<file path="src/rtl/ntt_pkg.sv">
// Shared NTT-core definitions: modular-subtraction pipeline depth and the
// requester tag that travels alongside operands through that pipeline.
`ifndef K
`define K 32
`endif

package ntt_pkg;

  localparam int MODSUB_LAT = 2;
  localparam int NTT_N_REQ  = 4;
  localparam int ID_W       = $clog2(NTT_N_REQ);

  typedef struct packed {
    logic            valid;
    logic [ID_W-1:0] id;
  } modsub_tag_t;

  function automatic modsub_tag_t tag_make(input logic valid, input logic [ID_W-1:0] id);
    modsub_tag_t t;
    t.valid = valid;
    t.id    = id;
    return t;
  endfunction

endpackage

</file>
<file path="src/rtl/mod_subtraction.sv">
// Two-stage modular subtractor: res = (a - b) mod mod for a, b < mod.
// Data registers carry no reset; validity is tracked by the caller.
module mod_subtraction #(
  parameter int K = `K
) (
  input  logic         clk,
  input  logic [K-1:0] a,
  input  logic [K-1:0] b,
  input  logic [K-1:0] mod,
  output logic [K-1:0] res
);

  logic [K:0]   diff_r;
  logic [K-1:0] res_r;

  // Stage 1: raw K+1-bit difference, bit K set when a < b.
  always_ff @(posedge clk) begin
    diff_r <= {1'b0, a} - {1'b0, b};
  end

  // Stage 2: fold a borrowed difference back into [0, mod).
  always_ff @(posedge clk) begin
    if (diff_r[K]) begin
      res_r <= diff_r[K-1:0] + mod;
    end else begin
      res_r <= diff_r[K-1:0];
    end
  end

  assign res = res_r;

endmodule

</file>
<file path="src/rtl/modsub_arbiter.sv">
// Round-robin front end sharing one mod_subtraction pipeline among N_REQ
// requesters; a tag shift register routes each result back to its issuer.
module modsub_arbiter
  import ntt_pkg::*;
#(
  parameter int K     = `K,
  parameter int N_REQ = 4,
  parameter int CNT_W = 16
) (
  input  logic               clk,
  input  logic               rst_n,
  input  logic               en,
  input  logic [K-1:0]       mod,
  input  logic [N_REQ-1:0]   req_valid,
  input  logic [N_REQ*K-1:0] req_a,
  input  logic [N_REQ*K-1:0] req_b,
  output logic [N_REQ-1:0]   req_ready,
  output logic [N_REQ-1:0]   rsp_valid,
  output logic [K-1:0]       rsp_data,
  output logic               busy,
  output logic [CNT_W-1:0]   issued_cnt
);

  // The datapath below has exactly two register stages; the tag pipe must match.
  if (MODSUB_LAT != 2) begin : g_lat_chk
    $error("modsub_arbiter: MODSUB_LAT must equal the mod_subtraction depth (2)");
  end
  if (N_REQ < 2 || $clog2(N_REQ) > ID_W) begin : g_nreq_chk
    $error("modsub_arbiter: N_REQ must be >= 2 and fit the shared tag id width");
  end

  logic [ID_W-1:0]  last_grant_r;
  logic [ID_W-1:0]  grant_id_s;
  logic             grant_hit_s;
  logic             issue_s;
  logic [N_REQ-1:0] ready_s;
  logic [K-1:0]     op_a_s;
  logic [K-1:0]     op_b_s;
  logic [K-1:0]     res_s;
  logic [CNT_W-1:0] cnt_r;
  logic [N_REQ-1:0] rsp_valid_s;
  logic             busy_s;
  modsub_tag_t      tag_r [MODSUB_LAT];

  // Cyclic search for the first valid requester strictly after last_grant.
  always_comb begin : grant_search
    int idx;
    grant_hit_s = 1'b0;
    grant_id_s  = {ID_W{1'b0}};
    idx         = 0;
    for (int off = 1; off <= N_REQ; off++) begin
      idx = int'(last_grant_r) + off;
      if (idx >= N_REQ) begin
        idx = idx - N_REQ;
      end else begin
        idx = idx;
      end
      if (!grant_hit_s && req_valid[idx]) begin
        grant_hit_s = 1'b1;
        grant_id_s  = ID_W'(idx);
      end else begin
        grant_hit_s = grant_hit_s;
      end
    end
  end

  // One-hot grant; a grant always coincides with a handshake since it needs req_valid.
  always_comb begin
    ready_s = {N_REQ{1'b0}};
    if (en && grant_hit_s) begin
      ready_s[grant_id_s] = 1'b1;
    end else begin
      ready_s = {N_REQ{1'b0}};
    end
  end

  assign issue_s   = en & grant_hit_s;
  assign req_ready = ready_s;
  assign op_a_s    = req_a[grant_id_s*K +: K];
  assign op_b_s    = req_b[grant_id_s*K +: K];

  mod_subtraction #(
    .K (K)
  ) u_sub (
    .clk (clk),
    .a   (op_a_s),
    .b   (op_b_s),
    .mod (mod),
    .res (res_s)
  );

  // Round-robin pointer and issue counter advance on every handshake.
  always_ff @(posedge clk or negedge rst_n) begin
    if (!rst_n) begin
      last_grant_r <= ID_W'(N_REQ - 1);
      cnt_r        <= {CNT_W{1'b0}};
    end else if (issue_s) begin
      last_grant_r <= grant_id_s;
      cnt_r        <= cnt_r + CNT_W'(1);
    end else begin
      last_grant_r <= last_grant_r;
      cnt_r        <= cnt_r;
    end
  end

  // Tag shift register tracking which requester owns each pipeline stage.
  always_ff @(posedge clk or negedge rst_n) begin
    if (!rst_n) begin
      for (int s = 0; s < MODSUB_LAT; s++) begin
        tag_r[s] <= tag_make(1'b0, {ID_W{1'b0}});
      end
    end else begin
      tag_r[0] <= tag_make(issue_s, grant_id_s);
      for (int s = 1; s < MODSUB_LAT; s++) begin
        tag_r[s] <= tag_r[s-1];
      end
    end
  end

  // Decode the final-stage tag into a one-hot response pulse.
  always_comb begin
    rsp_valid_s = {N_REQ{1'b0}};
    if (tag_r[MODSUB_LAT-1].valid) begin
      rsp_valid_s[tag_r[MODSUB_LAT-1].id] = 1'b1;
    end else begin
      rsp_valid_s = {N_REQ{1'b0}};
    end
  end

  // Busy while any stage holds a live op.
  always_comb begin
    busy_s = 1'b0;
    for (int s = 0; s < MODSUB_LAT; s++) begin
      busy_s = busy_s | tag_r[s].valid;
    end
  end

  assign rsp_valid  = rsp_valid_s;
  assign rsp_data   = res_s;
  assign busy       = busy_s;
  assign issued_cnt = cnt_r;

endmodule

</file>
<file path="config.mk">
export PLATFORM = sky130hd
export DESIGN_NAME = modsub_arbiter
export DESIGN_NICKNAME = d
export VERILOG_FILES = /design/src/rtl/ntt_pkg.sv /design/src/rtl/mod_subtraction.sv /design/src/rtl/modsub_arbiter.sv
export SDC_FILE = /design/constraint.sdc
export NUM_CORES = 1
export LEC_CHECK = 0
export ABC_CLOCK_PERIOD_IN_PS = 4550
export CORE_ASPECT_RATIO = 2
export CORE_UTILIZATION = 41
export DETAILED_ROUTE_END_ITERATION = 7
export HOLD_SLACK_MARGIN = 0.06
export PLACE_DENSITY = 0.73
export SLEW_MARGIN = 5
export SYNTH_ARGS = -nofsm -noshare
export SYNTH_HDL_FRONTEND = slang
export SYNTH_HIERARCHICAL = 1
export SYNTH_SLANG_ARGS = --single-unit
</file>
<file path="constraint.sdc">
create_clock -name clk -period 4.55 [get_ports clk]
set_input_delay 0.455 -clock clk [delete_from_list [all_inputs] [get_ports clk]]
set_output_delay 0.455 -clock clk [all_outputs]
set_load 0.05 [all_outputs]
</file>
==> results of run 1 <==
-- layer usage --
metal,vias up,part of all wire (%)
li1,5196,-
met5,-,0.042
met4,4,7.4
met1,5254,35
met2,464,53
met3,132,5.1
-- cells in the final DEF (no fill, tap or decap), drive strengths merged, types with 8 or more instances in the layout --
| cell | Yosys | routed |
|---|---|---|
| nor3 | 10 | 10 |
| xnor2 | 40 | 40 |
| nand2 | 57 | 57 |
| mux2 | 17 | 17 |
| clkdlybuf4s50 | 0 | 348 |
| ha | 64 | 64 |
| inv | 54 | 54 |
| o21ai | 44 | 44 |
| clkbuf | 48 | 12 |
| nand3 | 16 | 16 |
| xor2 | 21 | 21 |
| dfxtp | 65 | 65 |
| a21oi | 62 | 62 |
| nand2b | 14 | 14 |
| nor2b | 8 | 8 |
| nor2 | 37 | 37 |
| a41oi | 130 | 130 |
| buf | 67 | 115 |
| a21o | 40 | 40 |
| o31ai | 132 | 132 |
| nand4 | 15 | 15 |
| a22oi | 64 | 64 |
| dfrtp | 22 | 22 |
-- synthesized netlist by cell type (all sizes together), types with 15 or more instances --
master / instances / area [um^2]
a21o: 40 / 300
dfxtp: 65 / 1300
nor2: 37 / 139
mux2: 17 / 191
o31ai: 132 / 996
nand3: 16 / 80.1
a22oi: 64 / 480
buf: 67 / 342
a21oi: 62 / 314
xnor2: 40 / 350
inv: 54 / 203
a41oi: 130 / 1140
nand2: 57 / 214
o21ai: 44 / 228
xor2: 21 / 184
ha: 64 / 801
dfrtp: 22 / 551
nand4: 15 / 93.8
clkbuf: 48 / 180
-- stage by stage --
stage	utilization, %	total power, W	setup slack (ns)
finish	62.8	0.00848	0.315
floorplan	-	0.00557	0.801
CTS	62.8	0.00843	0.334
detailed placement	61.5	0.00764	0.00248
global placement	61.5	0.00757	0.0712
global route	62.8	0.00906	0.0620
-- worst max-delay path by stage --
stage                                          end  slack, ns  cells past startpoint
after floorplan           u_sub/diff_r[32]$_DFF_P_       0.80                     18
after global placement    u_sub/diff_r[30]$_DFF_P_       0.07                     17
after detailed placement  u_sub/diff_r[30]$_DFF_P_      0.002                     20
after CTS                 u_sub/diff_r[30]$_DFF_P_       0.33                     16
after global routing      u_sub/diff_r[30]$_DFF_P_       0.06                     17
final                     u_sub/diff_r[30]$_DFF_P_       0.31                     16
-- kinds of logic after synthesis --
family	share of synthesized area [%]
AO/OA/AOI/OAI	43.1
XOR/XNOR	5.81
adder cells (fa/ha/maj)	9.14
buffers and inverters	7.92
flip-flops	20.7
multiplexers	2.19
AND/OR/NAND/NOR	11.1
-- power by group --
part / total (W) / switching, W / leakage [nW] / internal (W)
Clock: 0.000735 / 0.000318 / 0.144 / 0.000417
Combinational: 0.00634 / 0.00358 / 4.73 / 0.00276
Sequential: 0.00141 / 0.000220 / 0.846 / 0.00119
Total: 0.00848 / 0.00412 / 5.72 / 0.00437
-- final cells by class --
| type | instances | area share [%] |
|---|---|---|
| multi-input cells | 867 | 47.8 |
| repair buffers | 463 | 32.3 |
| flip-flops and latches | 89 | 13.7 |
| well taps | 276 | 2.49 |
| clock buffers | 12 | 1.93 |
| inverters | 55 | 1.49 |
| clock inverters | 4 | 0.190 |
| diodes | 3 | 0.0542 |
-- flip-flops by register name, indices dropped and copies added (netlist names) --
signal / flops
u_sub/res: 32
issued_cnt: 16
tag_r: 6
u_sub/diff_r: 33
last_grant_r: 2
-- worst max-delay path: stages (launching register included) --
cell and delay, ns:
dfstp_2 0.54, and2b_1 0.25, o21ai_4 0.29, buf_4 0.36, buf_4 0.23, a41oi_1 0.12, a22oi_1 0.18, inv_1 0.12
ha_1 0.31, a21o_1 0.19, a211o_1 0.30, or3_1 0.36, o21ai_2 0.16, o311ai_1 0.11, buf_4 0.15, or4_1 0.39
nand4_1 0.09
==> impl_metrics.tcl, run 1 <==
set metrics [dict create \
    async_reset_ff_share_pct 27.0 \
    min_from "tag_r[3]$_DFF_PN0_" \
    yosysUniqueCellTypes 78 \
    multiInputGateArea_um2 6630 \
    drt_iter0_markers 860 \
    grt_max_degree 55 \
    gr-max-usage-layer "met2" \
    worst-r2r-cell-count 16 \
    cts-htree-levels 3 \
    finalHoldViolations 0 \
    rsz0062_at_grt "no" \
    start_kind "flip-flop" \
    finalNonFillerCells 1769 \
    yosys_warnings 6 \
    drc 0 \
    worstHoldEndpoint "tag_r[0]$_DFF_PN0_" \
    areaGrowthSynthToFinish_pct 50.7 \
    synth_seq_cells 89 \
    overflow 0 \
    viasPerCell 6.25 \
    fin_crit_sh_pct 93.1 \
    postCtsHoldBufs 0 \
    max-cap-violations 0 \
    cts_buffers 9 \
    yosysSeqAreaShare_pct 20.7 \
    cts_setup_buffers 0 \
    grtUsageMet2_pct 66.6 \
    clock.fmax_ghz 0.236 \
    timing.hold.ws_ns 0.367 \
    routabilityCongestion 0.967 \
    io_pins 352 \
    synth-edff-count 0 \
    hpwl_mm 33.1 \
    path_max_fanout 29 \
    grt_pass1_vias 11200 \
    cts.path.max_buffers 2 \
    root_buffer "clkbuf_16" \
    synthFlopType "dfxtp_1" \
    r2r_setup_slack_ns 0.31 \
    cp.arrival_ns 4.54 \
    p_per_area_nw_per_um2 612 \
    slew_violations 0 \
    synth.avg_cell_area_um2 8.17 \
    grt.met1_usage_pct 35.0 \
    final_antenna_net_count 0 \
    cts_resized 0 \
    grt_pass1_wl_mm 61.8 \
    drt-pass1-iter-count 5 \
    chipWidth_um 108 \
    placed_area_um2 13600 \
    power.leakage_nw 5.72 \
    grt_usage_pct 35.6 \
    tns_ns 0 \
    crit_start "last_grant_r[0]$_DFFE_PN1P_" \
    path_clk_slew_ns 0.07 \
    synthesis.nets 1487 \
    nets 1846 \
    port_buffers 351 \
    max_slew_margin_pct 27.6 \
    critical_path_required_ns 4.85 \
    post_route_cells_drive_above_1_share_pct 12.1 \
    stdcell_area_um2 13900 \
    wl_per_cell_um 23.1 \
    antenna_found_initial 5 \
    dpl.cell_count 1750 \
    use_met3_pct 5.71 \
    ir_worst_vdd_v 0.000522 \
    cts.sinks 89 \
    initial_core_util_pct 41.7 \
    r2r-start "last_grant_r[0]$_DFFE_PN1P_" \
    tightest_slew_ns 1.08 \
    rr_endpoint "u_sub/diff_r[30]$_DFF_P_" \
    drt-total-wl_mm 40.9 \
    coreArea_um2 22100 \
    die_area_um2 23100 \
    regArea_um2 1900 \
    clk_latency_ns 0.36 \
    fillCellCount 1932 \
    die_h_um 214 \
    whs_path_depth 0 \
    dr_total_vias 11100 \
    crit_type "reg2reg" \
    status "finished, final reports clean" \
    fin_worst_skew_ns 0.00827 \
    setup_violations 0 \
    syn-cell-area_um2 9200 \
    min_path_type "reg2reg" \
    fp-row-count 77 \
    worstSetupEndpointType "flip-flop" \
    period_needed_ns 4.24 \
    cts_tree "yes" \
    synth_cells 1126 \
]
(Power assumes the default switching activity.)
==> inputs of run 2 (changes only) <==
--- a/config.mk
+++ b/config.mk
@@ -6,6 +6,7 @@
 export NUM_CORES = 1
 export LEC_CHECK = 0
 export ABC_CLOCK_PERIOD_IN_PS = 4550
+export CAP_MARGIN = 20
 export CORE_ASPECT_RATIO = 2
 export CORE_UTILIZATION = 41
 export DETAILED_ROUTE_END_ITERATION = 7
==> run 2 against run 1 <==
- critical path depth did not move
- final cell count about the same
- final area is 0.20% higher
- sequential power about the same
==> impl_metrics.tcl, run 2 (synthesis gave the netlist of run 1 again) <==
set metrics [dict create \
    worst-r2r-cell-count 16 \
    rr_endpoint "u_sub/diff_r[30]$_DFF_P_" \
    grt_usage_pct 35.6 \
    root_buffer "clkbuf_16" \
    worstHoldEndpoint "tag_r[0]$_DFF_PN0_" \
    drt-pass1-iter-count 6 \
    regArea_um2 1900 \
    fin_worst_skew_ns 0.00861 \
    status "finished, final reports clean" \
    start_kind "flip-flop" \
    cpMostUsedCell "buf_4" \
    overflow 0 \
    top_register "u_sub/diff_r" \
    coreArea_um2 22100 \
    p_per_area_nw_per_um2 611 \
    routabilityCongestion 0.967 \
    cts_tree "yes" \
    postCtsHoldBufs 0 \
    dr.max_layer_used "met5" \
    wl_met1_mm 14.0 \
    drt_iter0_markers 831 \
    chipWidth_um 108 \
    hpwl_mm 33.1 \
    grt_pass1_wl_mm 61.8 \
    tns_ns 0 \
    crit_type "reg2reg" \
    path_cells "and2b_1, o21ai_4, buf_4, buf_4, a41oi_1, a22oi_1, inv_1, ha_1, a21o_1, a211o_1, or3_1, o21ai_2, o311ai_1, buf_4, or4_1, nand4_1" \
    whs_path_depth 0 \
    clock.fmax_ghz 0.237 \
    io_pins 352 \
    die_area_um2 23100 \
    viasPerCell 6.31 \
    cts.path.max_buffers 2 \
    p_total_w 0.00848 \
    fp-row-count 77 \
    initial_core_util_pct 41.7 \
    wl_met3_mm 2.34 \
    fin_crit_sh_pct 92.9 \
    ir_worst_vdd_v 0.000521 \
    drt-total-wl_mm 40.9 \
    period_needed_ns 4.23 \
    critical_path_required_ns 4.85 \
    max_slew_margin_pct 55.4 \
    multiInputGateArea_um2 6630 \
    path_max_fanout 29 \
    critPathMaxStageDelay_ns 0.54 \
    cts_resized 0 \
    path_clk_slew_ns 0.07 \
    dr_total_vias 11200 \
    grt_pass1_vias 11200 \
    layout_common_cells "clkdlybuf4s50_1, o31ai_1, a41oi_1, buf_4, dfxtp_1" \
    final_antenna_net_count 0 \
    post_route_cells_drive_above_1_share_pct 12.1 \
    crit_slowest_cell "dfstp_2" \
    slew_violations 0 \
    wl_per_cell_um 23.1 \
    cts_setup_buffers 0 \
    clk_latency_ns 0.36 \
    drc 0 \
    cts.sinks 89 \
    largest_register_ffs 33 \
    worstSetupEndpointType "flip-flop" \
    areaGrowthSynthToFinish_pct 51.0 \
    setup_violations 0 \
    rsz0062_at_grt "no" \
    cts-htree-levels 3 \
    max-cap-violations 0 \
    cp.arrival_ns 4.53 \
    nets 1847 \
    cts_buffers 9 \
    tightest_slew_ns 0.666 \
    r2r-start "last_grant_r[0]$_DFFE_PN1P_" \
    antenna_found_initial 5 \
    port_buffers 351 \
    r2r_setup_slack_ns 0.32 \
    power.leakage_nw 5.73 \
    die_h_um 214 \
    fillCellCount 1931 \
    min_from "tag_r[3]$_DFF_PN0_" \
    wl_met2_mm 21.6 \
    finalHoldViolations 0 \
    min_path_type "reg2reg" \
    grt_max_degree 55 \
    final_common_cell "clkdlybuf4s50_1" \
]
## run 2: cell count changes in the layout (fill, tap and decap cells not counted)
| cell | previous run | this run |
|---|---|---|
| buf_16 | 0 | 1 |
## run 2: worst max-delay path by stage
stage                                           to                        start  slack [ns]  depth (start not counted)
after floorplan           u_sub/diff_r[32]$_DFF_P_  last_grant_r[0]$_DFFE_PN1P_        0.80                         18
after global placement    u_sub/diff_r[30]$_DFF_P_                 req_valid[3]        0.07                         17
after detailed placement  u_sub/diff_r[30]$_DFF_P_                 req_valid[3]       0.002                         20
after CTS                 u_sub/diff_r[30]$_DFF_P_  last_grant_r[0]$_DFFE_PN1P_        0.33                         16
after global routing      u_sub/diff_r[30]$_DFF_P_  last_grant_r[0]$_DFFE_PN1P_        0.06                         17
final                     u_sub/diff_r[30]$_DFF_P_  last_grant_r[0]$_DFFE_PN1P_        0.32                         16
## run 2: area by class of cell
type                       instances  area share, %
sequential                        89           13.7
tap                              276           2.49
clock inverter                     4          0.189
clock buffer                      12           1.93
antenna                            3         0.0541
inverter                          55           1.49
timing repair buffer             464           32.4
multi-input combinational        867           47.7
## run 2: stage by stage
step           hold slack (ns)  cells  setup slack, ns  instance area [um^2]  utilization, %
2_1_floorplan            0.159   1126            0.801                  9200               -
3_3_place_gp             0.336   1750           0.0712                 13600            61.5
3_5_place_dp             0.346   1750          0.00248                 13600            61.5
4_1_cts                  0.360   1766            0.334                 13900            62.8
5_1_grt                  0.378   1770           0.0620                 13900            62.9
6_report                 0.358   1770            0.323                 13900            62.9
## run 2: critical path, delay by kind of cell, from the launching register on
| kind | cells | cell delay, ns |
|---|---|---|
| AO/OA/AOI/OAI | 7 | 1.34 |
| buffers and inverters | 4 | 0.86 |
| flip-flops | 1 | 0.54 |
| adder cells (fa/ha/maj) | 1 | 0.31 |
| AND/OR/NAND/NOR | 4 | 1.09 |
## run 2: power by group
| part | switching [W] | total (W) | internal, W |
|---|---|---|---|
| sequential | 0.000220 | 0.00141 | 0.00119 |
| clock | 0.000318 | 0.000735 | 0.000417 |
| combinational | 0.00358 | 0.00634 | 0.00276 |
## run 2: routing by layer
layer	vias up	GRT usage (%)
met5	-	0
met4	4	25.0
met3	138	5.71
met2	514	66.6
met1	5301	35.0
li1	5207	-
==> inputs of run 3 (changes only) <==
--- a/config.mk
+++ b/config.mk
@@ -5,6 +5,7 @@
 export SDC_FILE = /design/constraint.sdc
 export NUM_CORES = 1
 export LEC_CHECK = 0
+export ABC_AREA = 0
 export ABC_CLOCK_PERIOD_IN_PS = 4550
 export CAP_MARGIN = 20
 export CORE_ASPECT_RATIO = 2
@@ -12,7 +13,7 @@
 export DETAILED_ROUTE_END_ITERATION = 7
 export HOLD_SLACK_MARGIN = 0.06
 export PLACE_DENSITY = 0.73
-export SLEW_MARGIN = 5
+export SLEW_MARGIN = 10
 export SYNTH_ARGS = -nofsm -noshare
 export SYNTH_HDL_FRONTEND = slang
 export SYNTH_HIERARCHICAL = 1
==> results of run 3 <==
The final DEF is identical to that of run 2; final timing and power are the same.
